File: config.mk
export PLATFORM = sky130hd
export DESIGN_NAME = fp32_to_bfp16_conv
export DESIGN_NICKNAME = d
export VERILOG_FILES = /design/src/rtl/fp_pkg.sv /design/src/rtl/bfp16_round_pack.sv /design/src/rtl/fp32_to_bfp16_conv.sv
export SDC_FILE = /design/constraint.sdc
export NUM_CORES = 1
export LEC_CHECK = 0
export CORE_MARGIN = 10
export CORE_UTILIZATION = 39
export DETAILED_ROUTE_END_ITERATION = 10
export PLACE_DENSITY = 0.72
export REMOVE_ABC_BUFFERS = 1
export SYNTH_ARGS = -nofsm -noshare
export SYNTH_HDL_FRONTEND = slang
export SYNTH_SLANG_ARGS = --single-unit
File: constraint.sdc
create_clock -name clk -period 7.5 [get_ports clk]
set_input_delay 1.5 -clock clk [delete_from_list [all_inputs] [get_ports clk]]
set_output_delay 1.5 -clock clk [all_outputs]
set_load 0.03 [all_outputs]
File: src/rtl/fp_pkg.sv
// Shared FP32/BF16 field layout, value classes and flag positions for the narrowing converters.
package fp_pkg;

  localparam int FP32_W        = 32;
  localparam int BF16_W        = 16;
  localparam int EXP_W         = 8;
  localparam int FP32_FRAC_W   = 23;
  localparam int BF16_FRAC_W   = 7;
  localparam int FP32_SIGN_BIT = 31;
  localparam int FP32_EXP_LSB  = 23;
  localparam int BF16_EXP_LSB  = 7;

  localparam logic [EXP_W-1:0] EXP_MAX = 8'hFF;
  localparam int BF16_QNAN_BIT = 6;

  localparam int FLAG_W        = 3;
  localparam int FLAG_INEXACT  = 0;
  localparam int FLAG_OVERFLOW = 1;
  localparam int FLAG_NAN      = 2;

  typedef enum logic [4:0] {
    CLS_ZERO = 5'b00001,
    CLS_SUB  = 5'b00010,
    CLS_NORM = 5'b00100,
    CLS_INF  = 5'b01000,
    CLS_NAN  = 5'b10000
  } fp_class_e;

  function automatic fp_class_e classify(input logic [EXP_W-1:0] exp, input logic frac_nz);
    if (exp == '0)      return frac_nz ? CLS_SUB : CLS_ZERO;
    if (exp == EXP_MAX) return frac_nz ? CLS_NAN : CLS_INF;
    return CLS_NORM;
  endfunction

endpackage

File: src/rtl/bfp16_round_pack.sv
// Combinational round-to-nearest-even and special-case packing of a pre-split FP32 word into BF16.
module bfp16_round_pack
  import fp_pkg::*;
#(
  parameter int FLUSH_DENORM = 0
) (
  input  logic              sign,
  input  logic [15:0]       upper,
  input  logic              guard,
  input  logic              sticky,
  input  logic              lsb,
  input  logic              frac_nz,
  input  fp_class_e         cls,
  output logic [15:0]       res,
  output logic [FLAG_W-1:0] flags
);

  logic        round_up;
  logic [15:0] sum;

  assign round_up = guard & (sticky | lsb);
  // Sign sits in bit 15; a fraction carry ripples into the exponent field and
  // can never reach the sign because the exponent of a finite input is below EXP_MAX.
  assign sum = upper + {15'b0, round_up};

  always_comb begin
    res   = '0;
    flags = '0;
    case (cls)
      CLS_ZERO: res = {sign, 15'h0000};
      CLS_INF:  res = {sign, EXP_MAX, 7'h00};
      CLS_NAN: begin
        res = {sign, EXP_MAX, 1'b1, upper[BF16_QNAN_BIT-1:0]};
        flags[FLAG_NAN] = 1'b1;
      end
      CLS_SUB, CLS_NORM: begin
        if ((cls == CLS_SUB) && (FLUSH_DENORM != 0)) begin
          res = {sign, 15'h0000};
          flags[FLAG_INEXACT] = frac_nz;
        end else begin
          flags[FLAG_INEXACT] = guard | sticky;
          if (sum[14:BF16_EXP_LSB] == EXP_MAX) begin
            res = {sign, EXP_MAX, 7'h00};
            flags[FLAG_OVERFLOW] = 1'b1;
            flags[FLAG_INEXACT]  = 1'b1;
          end else begin
            res = sum;
          end
        end
      end
      default: begin
        res   = '0;
        flags = '0;
      end
    endcase
  end

endmodule

File: src/rtl/fp32_to_bfp16_conv.sv
// Two-stage elastic FP32 -> BF16 converter (classify, then round/pack) with RNE rounding.
// Optional statistics counters are enabled by defining FP32_TO_BFP16_CONV_STATS_EN.
module fp32_to_bfp16_conv
  import fp_pkg::*;
#(
  parameter int FLUSH_DENORM = 0
`ifdef FP32_TO_BFP16_CONV_STATS_EN
  ,
  parameter int CNT_W = 16
`endif
) (
  input  logic              clk,
  input  logic              rst,
`ifdef FP32_TO_BFP16_CONV_STATS_EN
  input  logic              stat_clr,
  output logic [CNT_W-1:0]  cnt_inexact,
  output logic [CNT_W-1:0]  cnt_overflow,
  output logic [CNT_W-1:0]  cnt_nan,
`endif
  input  logic              in_valid,
  output logic              in_ready,
  input  logic [31:0]       in_data,
  output logic              out_valid,
  input  logic              out_ready,
  output logic [15:0]       out_data,
  output logic [FLAG_W-1:0] out_flags
);

  // valid/ready: a word moves on a rising edge where valid & ready are both high;
  // the sender holds the word stable while valid & !ready.
  logic        adv1, adv2;
  logic        s1_valid, s2_valid;
  logic        s1_sign, s1_guard, s1_sticky, s1_lsb, s1_frac_nz;
  logic [15:0] s1_upper;
  fp_class_e   s1_class;

  logic [15:0]       rp_res;
  logic [FLAG_W-1:0] rp_flags;

  assign adv2      = !s2_valid | out_ready;
  assign adv1      = !s1_valid | adv2;
  assign in_ready  = adv1;
  assign out_valid = s2_valid;

  always_ff @(posedge clk or posedge rst) begin
    if (rst) begin
      s1_valid   <= 1'b0;
      s1_sign    <= 1'b0;
      s1_upper   <= '0;
      s1_guard   <= 1'b0;
      s1_sticky  <= 1'b0;
      s1_lsb     <= 1'b0;
      s1_frac_nz <= 1'b0;
      s1_class   <= CLS_ZERO;
    end else if (adv1) begin
      s1_valid <= in_valid;
      if (in_valid) begin
        s1_sign    <= in_data[FP32_SIGN_BIT];
        s1_upper   <= in_data[31:16];
        s1_guard   <= in_data[15];
        s1_sticky  <= |in_data[14:0];
        s1_lsb     <= in_data[16];
        s1_frac_nz <= |in_data[FP32_FRAC_W-1:0];
        s1_class   <= classify(in_data[30:FP32_EXP_LSB], |in_data[FP32_FRAC_W-1:0]);
      end
    end
  end

  bfp16_round_pack #(
    .FLUSH_DENORM(FLUSH_DENORM)
  ) u_round_pack (
    .sign    (s1_sign),
    .upper   (s1_upper),
    .guard   (s1_guard),
    .sticky  (s1_sticky),
    .lsb     (s1_lsb),
    .frac_nz (s1_frac_nz),
    .cls     (s1_class),
    .res     (rp_res),
    .flags   (rp_flags)
  );

  always_ff @(posedge clk or posedge rst) begin
    if (rst) begin
      s2_valid  <= 1'b0;
      out_data  <= '0;
      out_flags <= '0;
    end else if (adv2) begin
      s2_valid <= s1_valid;
      if (s1_valid) begin
        out_data  <= rp_res;
        out_flags <= rp_flags;
      end
    end
  end

`ifdef FP32_TO_BFP16_CONV_STATS_EN
  logic             out_xfer;
  logic [CNT_W-1:0] cnt_one;

  assign out_xfer = out_valid & out_ready;
  assign cnt_one  = {{(CNT_W-1){1'b0}}, 1'b1};

  // Counters stick at all-ones instead of wrapping.
  always_ff @(posedge clk or posedge rst) begin
    if (rst) begin
      cnt_inexact  <= '0;
      cnt_overflow <= '0;
      cnt_nan      <= '0;
    end else if (stat_clr) begin
      cnt_inexact  <= '0;
      cnt_overflow <= '0;
      cnt_nan      <= '0;
    end else if (out_xfer) begin
      if (out_flags[FLAG_INEXACT] && (cnt_inexact != '1))
        cnt_inexact <= cnt_inexact + cnt_one;
      if (out_flags[FLAG_OVERFLOW] && (cnt_overflow != '1))
        cnt_overflow <= cnt_overflow + cnt_one;
      if (out_flags[FLAG_NAN] && (cnt_nan != '1))
        cnt_nan <= cnt_nan + cnt_one;
    end
  end
`endif

endmodule

==> impl_metrics.py, run 1 <==
metrics = {
    "clock_network": {
        "post_cts_buffers": 0,
        "cts.clk_slew.worst_paths_ns": 0.09,
        "cts_tree": "built",
        "cts_buffer_depth": 2,
        "postCtsHoldBufs": 0,
        "htree_levels": 2,
        "cts.sinks": 44,
        "clock-root-buffer": "clkbuf_8",
        "numCtsBuffers": 5,
        "clk_latency_ns": 0.30,
        "ctsResizeCount": 0,
    },
    "run_status": {
        "status": "complete, no violations",
    },
    "synthesis": {
        "synth_seq_cells": 44,
        "yosysUniqueCellTypes": 49,
        "yosysSeqAreaShare_pct": 46.0,
        "synthArstFlopShare_pct": 100,
        "ys_warn_count": 0,
        "synth_flop_cell": "dfrtp_1",
        "synth-edff-count": 0,
        "syn_inst": 243,
        "synthesis.area_um2": 2400,
        "synth_area_per_cell_um2": 9.87,
    },
    "run": {
        "drv_cap": 0,
    },
    "global_routing": {
        "grt-ovfl-total": 0,
        "grt_pass1_vias": 2135,
        "grt_pass1_wl_mm": 9.97,
        "gr-usage-all-layers_pct": 12.1,
        "grt_max_degree": 45,
        "antenna_found_initial": 0,
    },
    "final_layout": {
        "drive_above_1_share_pct": 13.2,
        "fin_area_um2": 3130,
        "syn_to_final_growth_pct": 30.5,
        "fin_nets": 333,
        "final_cell_mix": "56 x clkdlybuf4s50_1, 43 x dfrtp_1, 32 x nand2_1",
        "final_common_cell": "clkdlybuf4s50_1",
        "n_antenna_cell": 0,
    },
    "worst_hold_path": {
        "worst_hold_path_type": "register to register",
        "min_path_cells": 2,
    },
    "sta": {
        "worstMarginPinSlew_ns": 1.04,
        "clock.fmax_mhz": 232,
        "rsz0062_at_grt": "false",
        "min_period_over_period_pct": 57.4,
        "finalHoldViolations": 0,
        "fin_skew_ns": 0.00739,
        "finalCriticalPeriod_ns": 4.30,
        "setup_slack_ns": 3.20,
        "drv_slew": 0,
        "setup_viol_count_final": 0,
        "final.setup.tns_ns": 0,
        "holdWs_ns": 0.483,
        "maxSlewHeadroom_pct": 30.4,
    },
    "setup_path": {
        "rr_worst_depth": 9,
        "worst_setup_path_end_kind": "output port",
        "cp-start-kind": "primary input",
        "path_class": "primary input to output port",
        "crit_fanout": 3,
        "cp.arrival_ns": 2.80,
        "worstPathRequired_ns": 6.00,
    },
    "place": {
        "numPortBuffers": 56,
        "dpl.hpwl_mm": 4.59,
        "gp_congestion": 0.834,
        "placed_cell_area_um2": 3010,
        "place_ws_ns": 3.20,
    },
    "floorplan": {
        "start_util_pct": 40.3,
        "die_area_um2": 9690,
        "placementRows": 28,
        "io_pins": 57,
        "die_width_um": 98.4,
        "fp.dieH_um": 98.4,
        "core_um2": 5960,
    },
    "route": {
        "ant_nets": 0,
        "wl_per_cell_um": 15.9,
        "first_pass_iters": 5,
        "drc": 0,
        "vias": 2017,
        "drt-total-wl_mm": 5.89,
        "drtIter0Drc": 122,
        "viasPerCell": 5.45,
    },
    "pwr": {
        "power_per_cell_area_nw_per_um2": 221,
        "finalPower_uw": 692,
        "ir_drop_mv": 0.104,
        "power.leakage_uw": 0.00123,
    },
}
-- power breakdown --
part	switching (µW)	internal (µW)	leakage (µW)	total (µW)
clock network	82.9	109	0.0000614	192
registers	33.0	270	0.000533	303
logic	104	93.0	0.000638	197
-- metal layers --
layer  routed length (µm)  track usage (%)  vias to the layer above
met3                  525             5.52                        9
met5                    0                0                        -
li1                     -                -                      983
met4                  102             4.41                        0
met1                 2570             14.6                      955
met2                 2690             18.7                       70
-- synth_stat cells (2+ instances only) --
library cell,instances,area [µm²]
nand2_1,32,120
clkbuf_1,9,33.8
mux2_2,18,203
a32oi_1,3,26.3
nand3_1,6,30.0
a21oi_1,5,25.0
or2_2,2,12.5
a41oi_1,2,17.5
o21a_1,2,15.0
nand2b_1,3,18.8
dfrtp_1,43,1080
xnor2_1,8,70.1
buf_2,4,20.0
ha_1,3,37.5
o21ai_0,9,45.0
inv_1,5,18.8
a31oi_1,6,37.5
a22o_1,7,61.3
nor2_1,20,75.1
nand3b_1,3,22.5
nand4_1,4,25.0
nor4_1,10,62.6
nor3_1,8,40.0
o31a_2,2,20.0
xor2_1,5,43.8
-- final timing paths --
check | startpoint | endpoint | slack, ns
setup / recovery | out_ready | in_ready | 3.20
hold / removal | out_flags[2] | out_flags[2] | 0.48
hold reg to reg | out_flags[2] | out_flags[2] | 0.48
min in group asynchronous | rst | s1_valid | 1.63
max in group asynchronous | rst | s1_class[0] | 5.48
setup reg to reg | s1_upper[0] | out_data[1] | 4.57
-- worst max-delay path, stage by stage --
cell and delay (ns):
clkdlybuf4s50_1 0.46, nand3b_1 0.14, clkdlybuf4s50_1 0.70
-- logic make-up (layout without fill, tap and decap cells) --
logic type,after synthesis,count (layout),synth area share [%]
flops,44,44,46.0
simple gates,96,96,20.2
fa+ha+maj,3,3,1.57
compound gates,49,49,15.1
mux,19,19,8.87
buf+inv,19,71,3.50
xor+xnor,13,13,4.75
-- through the flow --
step,std cells,util [%]
floorplan,229,-
global placement,362,50.5
detailed placement,362,50.5
CTS,370,52.6
global route,370,52.6
finish,370,52.6
-- cell type report --
type | count | area (µm²)
clock inverter | 2 | 38.8
clock buffer | 6 | 82.6
inverter | 5 | 18.8
sequential | 44 | 1100
fill | 567 | 2830
multi-input combinational | 180 | 1220
timing repair buffer | 58 | 576
tap | 75 | 93.8
-- state kept, by name, indices dropped and copies added (netlist names) --
register	count
out_valid	1
out_flags	3
s1_valid	1
s1_guard	1
s1_sticky	1
s1_class	5
s1_sign	1
out_data	16
s1_upper	15
Power figures use the tool's default switching activity.
==> inputs of run 2 (changes only) <==
Settings changed: PLACE_DENSITY 0.72 to 0.75.
Clock period 7.5 ns to 3.77 ns, I/O delays scaled along.
==> run 2 against run 1 <==
  * Largest power group unchanged
  * Register-to-register slack worse by 3.6 ns
  * Total power rose by 89%
  * Largest cell class unchanged
  * Sequential cell count unchanged
  * Critical endpoint unchanged
==> impl_metrics.py, run 2 (synthesis gave the netlist of run 1 again) <==
metrics = {
    "run_status": {
        "status": "complete, no violations",
    },
    "clock_network": {
        "cts_tree": "built",
        "clk_latency_ns": 0.30,
        "numCtsBuffers": 5,
        "htree_levels": 2,
        "ctsResizeCount": 0,
        "post_cts_buffers": 0,
        "cts_buffer_depth": 2,
        "cts.sinks": 44,
        "postCtsHoldBufs": 0,
        "cts.clk_slew.worst_paths_ns": 0.09,
        "clock-root-buffer": "clkbuf_8",
    },
    "setup_path": {
        "cp_cell_sequence": "clkdlybuf4s50_1 -> nand3b_1 -> clkdlybuf4s50_1",
        "r2r_slack_ns": 1.01,
        "worst_setup_path_end_kind": "output port",
        "crit_path_max_incr_delay_ns": 0.69,
        "worstPathRequired_ns": 3.02,
        "path_class": "primary input to output port",
        "r2r-start": "s1_upper[0]",
        "path_depth": 3,
        "cp-start-kind": "primary input",
        "cp.arrival_ns": 2.05,
        "path_buf_inv": 2,
        "rr_worst_depth": 9,
        "crit_top_cell": "clkdlybuf4s50_1",
        "r2r-end": "out_data[1]",
        "crit_fanout": 3,
        "critical_path.top_delay_family": "buffers and inverters",
        "slowest_stage": "clkdlybuf4s50_1",
    },
    "sta": {
        "finalCriticalPeriod_ns": 2.80,
        "drv_slew": 0,
        "final.setup.tns_ns": 0,
        "finalHoldViolations": 0,
        "rsz0062_at_grt": "false",
        "fin_skew_ns": 0.00855,
        "worstMarginPinSlew_ns": 1.04,
        "min_period_over_period_pct": 74.3,
        "maxSlewHeadroom_pct": 30.4,
        "clock.fmax_mhz": 357,
        "setup_viol_count_final": 0,
        "holdWs_ns": 0.487,
    },
    "floorplan": {
        "io_pins": 57,
        "placementRows": 28,
        "die_width_um": 98.4,
        "fp.dieH_um": 98.4,
        "die_area_um2": 9690,
        "core_um2": 5960,
        "start_util_pct": 40.3,
    },
    "route": {
        "viasPerCell": 5.42,
        "drtIter0Drc": 130,
        "ant_nets": 0,
        "routed.top_layer": "met4",
        "routed-wl-met3_um": 531,
        "wl_met2_mm": 2.54,
        "first_pass_iters": 4,
        "wl_per_cell_um": 15.5,
        "drt-total-wl_mm": 5.79,
        "met1Wirelength_mm": 2.60,
        "vias": 2023,
        "drc": 0,
    },
    "global_routing": {
        "grt_max_degree": 45,
        "gr-usage-all-layers_pct": 11.8,
        "antenna_found_initial": 0,
        "grt_pass1_wl_mm": 9.88,
        "grt_pass1_vias": 2042,
        "grt-ovfl-total": 0,
    },
    "worst_hold_path": {
        "hold-path-endpoint": "out_flags[2]",
        "min_path_cells": 2,
        "worst_hold_path_type": "register to register",
        "hold_path_startpoint": "out_flags[2]",
    },
    "place": {
        "dpl.hpwl_mm": 4.53,
        "numPortBuffers": 56,
        "gp_congestion": 0.842,
        "placed_cell_area_um2": 3030,
    },
    "final_layout": {
        "final_common_cell": "clkdlybuf4s50_1",
        "largest_reg_flops": 16,
        "n_antenna_cell": 0,
        "seq_area_um2": 1100,
        "final_cell_mix": "56 x clkdlybuf4s50_1, 43 x dfrtp_1, 32 x nand2_1",
        "top_regs": "out_data: 16 flops, s1_upper: 15 flops, s1_class: 5 flops",
        "fin_nets": 336,
        "multi_input_area_um2": 1220,
        "fin_area_um2": 3130,
        "syn_to_final_growth_pct": 30.5,
        "drive_above_1_share_pct": 14.1,
        "fillers": 542,
        "regMostFlops": "out_data",
    },
    "pwr": {
        "switching_power_uw": 432,
        "ir_drop_mv": 0.207,
        "power_per_cell_area_nw_per_um2": 417,
        "combPwrFrac_pct": 30.2,
        "p_int_uw": 874,
        "p_clk_share_pct": 23.7,
        "seq_power_share_pct": 46.1,
        "p_sw_share_pct": 33.1,
        "power.leakage_uw": 0.00123,
    },
    "run": {
        "drv_cap": 0,
    },
}
==> run 2: cell count changes in the layout (fill, tap and decap cells not counted), sizes merged <==
cell,delta
buf,+3
clkinvlp,+2
bufinv,-1
clkinv,-1
==> run 2: worst max path at each step <==
stage / from / endpoint / slack, ns
global placement: out_ready / in_ready / 0.97
finish: out_ready / in_ready / 0.97
global route: s1_upper[0] / out_data[4] / 0.82
floorplan: s1_class[2] / out_data[4] / 1.29
CTS: out_ready / in_ready / 0.96
detailed placement: out_ready / in_ready / 0.97
==> run 2: power groups by stage <==
| stage | clock [µW] | sequential (µW) | combinational, µW |
|---|---|---|---|
| floorplan | 0 | 670 | 161 |
| global placement | 0 | 609 | 392 |
| detailed placement | 0 | 612 | 398 |
| CTS | 315 | 602 | 399 |
| global route | 336 | 614 | 427 |
| finish | 310 | 602 | 394 |
==> run 2: area by class of cell <==
| type | count | share of cell area, % |
|---|---|---|
| clock buffer | 6 | 2.64 |
| clock inverter | 2 | 0.480 |
| inverter | 5 | 0.600 |
| multi-input combinational | 180 | 38.9 |
| sequential | 44 | 35.2 |
| tap | 75 | 3.00 |
| timing repair buffer | 61 | 19.1 |
==> run 2: per-layer routing <==
metal	GRT usage, %	vias up
met5	0	-
met4	4.30	0
met3	4.33	10
met2	18.0	73
met1	15.1	949
li1	-	991
==> run 2: per-stage QoR <==
stage	power [µW]	utilization [%]	setup slack (ns)	std cells
after floorplan	831	-	1.29	229
after global placement	1000	50.9	0.971	365
after detailed placement	1010	50.9	0.971	365
after CTS	1320	52.5	0.960	373
after global routing	1380	52.5	0.825	373
final	1310	52.5	0.969	373
==> run 2: tightest hold or removal path: cells and delay by family, from the launching register on <==
kind	cells	cell delay, ns
simple gates	2	0.10
flops	1	0.35
==> inputs of run 3 (changes only) <==
Settings changed: PLACE_DENSITY 0.75 to 0.72.
Clock period 3.77 ns to 2.7 ns, I/O delays scaled along.
==> run 3 against run 2 <==
  * Worst setup slack got worse by 0.85 ns
  * Die area unchanged
  * Utilization up 0.23 points
  * Sequential power grew 39%
  * Non-clock buffer count up 4
  * Routed wire length increased by 3.7%
  * Clock power grew 27%
  * Total power is 38% higher
  * Cell count grew 1.1%
  * Count of clock-buffer cells in the layout rose by 1
  * Clock skew about the same
  * Combinational power increased by 44%
==> impl_metrics.py, run 3 (synthesis gave the netlist of run 1 again) <==
metrics = {
    "run_status": {
        "status": "complete, no violations",
    },
    "setup_path": {
        "worstPathRequired_ns": 2.88,
        "crit_top_cell": "ha_1",
        "r2r_slack_ns": 0.12,
        "r2r-start": "s1_upper[0]",
        "cp_cell_sequence": "o21a_1 -> ha_1 -> ha_1 -> nand2_1 -> a21oi_1 -> or2_2 -> a211o_1 -> o211ai_2 -> nor3b_1 -> a221o_1",
        "crit_path_max_incr_delay_ns": 0.42,
        "path_class": "register to register",
        "slowest_stage": "dfrtp_1",
        "r2r-end": "out_data[2]",
        "crit_fanout": 6,
        "cp.arrival_ns": 2.76,
        "cp-start-kind": "register",
        "rr_worst_depth": 10,
        "worst_setup_path_end_kind": "register",
    },
    "clock_network": {
        "cts_buffer_depth": 2,
        "cts_tree": "built",
        "clock-root-buffer": "clkbuf_8",
        "ctsResizeCount": 0,
        "numCtsBuffers": 5,
        "postCtsHoldBufs": 0,
        "post_cts_buffers": 0,
        "cts.sinks": 44,
        "clk_latency_ns": 0.29,
        "htree_levels": 2,
        "cts.clk_slew.worst_paths_ns": 0.08,
    },
    "final_layout": {
        "seq_area_um2": 1100,
        "top_regs": "out_data: 16 flops, s1_upper: 15 flops, s1_class: 5 flops",
        "final_cell_count_no_fill": 377,
        "multi_input_area_um2": 1220,
        "largest_reg_flops": 16,
        "n_antenna_cell": 0,
        "syn_to_final_growth_pct": 31.0,
        "fin_nets": 340,
        "final_common_cell": "clkdlybuf4s50_1",
        "drive_above_1_share_pct": 14.6,
        "fillers": 564,
        "regMostFlops": "out_data",
        "final_cell_mix": "56 x clkdlybuf4s50_1, 43 x dfrtp_1, 32 x nand2_1",
    },
    "route": {
        "wl_per_cell_um": 15.9,
        "vias": 2029,
        "drt-total-wl_mm": 6.00,
        "drtIter0Drc": 127,
        "viasPerCell": 5.38,
        "ant_nets": 0,
        "first_pass_iters": 4,
        "drc": 0,
    },
    "worst_hold_path": {
        "min_path_cells": 2,
        "worst_hold_path_type": "register to register",
        "hold-path-endpoint": "out_flags[2]",
        "hold_path_startpoint": "out_flags[2]",
    },
    "sta": {
        "maxSlewHeadroom_pct": 50.9,
        "worstMarginPinSlew_ns": 0.730,
        "setup_viol_count_final": 0,
        "holdWs_ns": 0.486,
        "clock.fmax_mhz": 388,
        "min_period_over_period_pct": 95.5,
        "finalCriticalPeriod_ns": 2.58,
        "rsz0062_at_grt": "true",
        "finalHoldViolations": 0,
        "fin_skew_ns": 0.00869,
        "drv_slew": 0,
    },
    "pwr": {
        "ir_drop_mv": 0.315,
        "power_per_cell_area_nw_per_um2": 572,
        "power.leakage_uw": 0.00125,
    },
    "global_routing": {
        "grt_pass1_wl_mm": 10.2,
        "grt_pass1_vias": 2121,
        "antenna_found_initial": 0,
        "grt-ovfl-total": 0,
        "gr-usage-all-layers_pct": 12.4,
        "grt_max_degree": 45,
    },
    "floorplan": {
        "placementRows": 28,
        "die_area_um2": 9690,
        "die_width_um": 98.4,
        "fp.dieH_um": 98.4,
        "core_um2": 5960,
        "start_util_pct": 40.3,
        "io_pins": 57,
    },
    "place": {
        "gp_congestion": 0.885,
        "place_inst": 369,
        "numPortBuffers": 56,
        "dpl.hpwl_mm": 4.71,
    },
    "run": {
        "drv_cap": 0,
    },
}
[run 3: cell types whose count changed in the layout (fill, tap and decap cells not counted), sizes merged]
cell and change:
buf +4, clkbuf +1, clkinv +1, clkinvlp -2
[run 3: final cells by class]
type                            instances  area share (%)
Sequential cell                        44            35.1
Tap cell                               75            2.99
Clock buffer                            7            2.43
Multi-Input combinational cell        180            38.8
Timing Repair Buffer                   65            20.0
Inverter                                5           0.597
Clock inverter                          1           0.159
[run 3: worst max-delay path by stage]
stage / endpoint / from / slack, ns / cells after the start
floorplan: out_data[4] / s1_class[2] / 0.22 / 5
global placement: out_data[0] / s1_upper[0] / 0.17 / 10
detailed placement: out_data[1] / s1_upper[0] / 0.10 / 10
CTS: out_data[1] / s1_upper[0] / 0.09 / 10
global route: out_data[2] / s1_upper[0] / -0.007 / 10
finish: out_data[2] / s1_upper[0] / 0.12 / 10
[run 3: power by group]
part / internal [µW] / switching (µW) / total (µW)
clock network: 182 / 213 / 395
registers: 750 / 86.5 / 836
logic: 270 / 296 / 566
total: 1200 / 596 / 1800
[run 3: routing by layer]
metal  GRT usage [%]  vias up  wire (µm)
li1                -     1003          -
met1            15.0      956       2670
met2            19.4       66       2720
met3            5.24        4        531
met4            3.97        0         74
met5               0        -          0
[run 3: critical path, delay by kind of cell, from the launching register on]
family / cells / cell delay [ns]
AOI/OAI and AO/OA: 5 / 1.10
adders and majority gates: 2 / 0.44
DFF: 1 / 0.42
and+or+nand+nor: 3 / 0.50
[run 3: per-stage QoR]
step	utilization, %	setup TNS, ns	worst slack [ns]	power (µW)	instance area (µm²)
after global placement	51.4	0	0.167	1410	3060
after CTS	52.8	0	0.0862	1820	3140
final	52.8	0	0.122	1800	3140
after detailed placement	51.4	0	0.102	1420	3060
after global routing	52.8	-0.00711	-0.00711	1900	3140
after floorplan	-	0	0.223	1160	2330
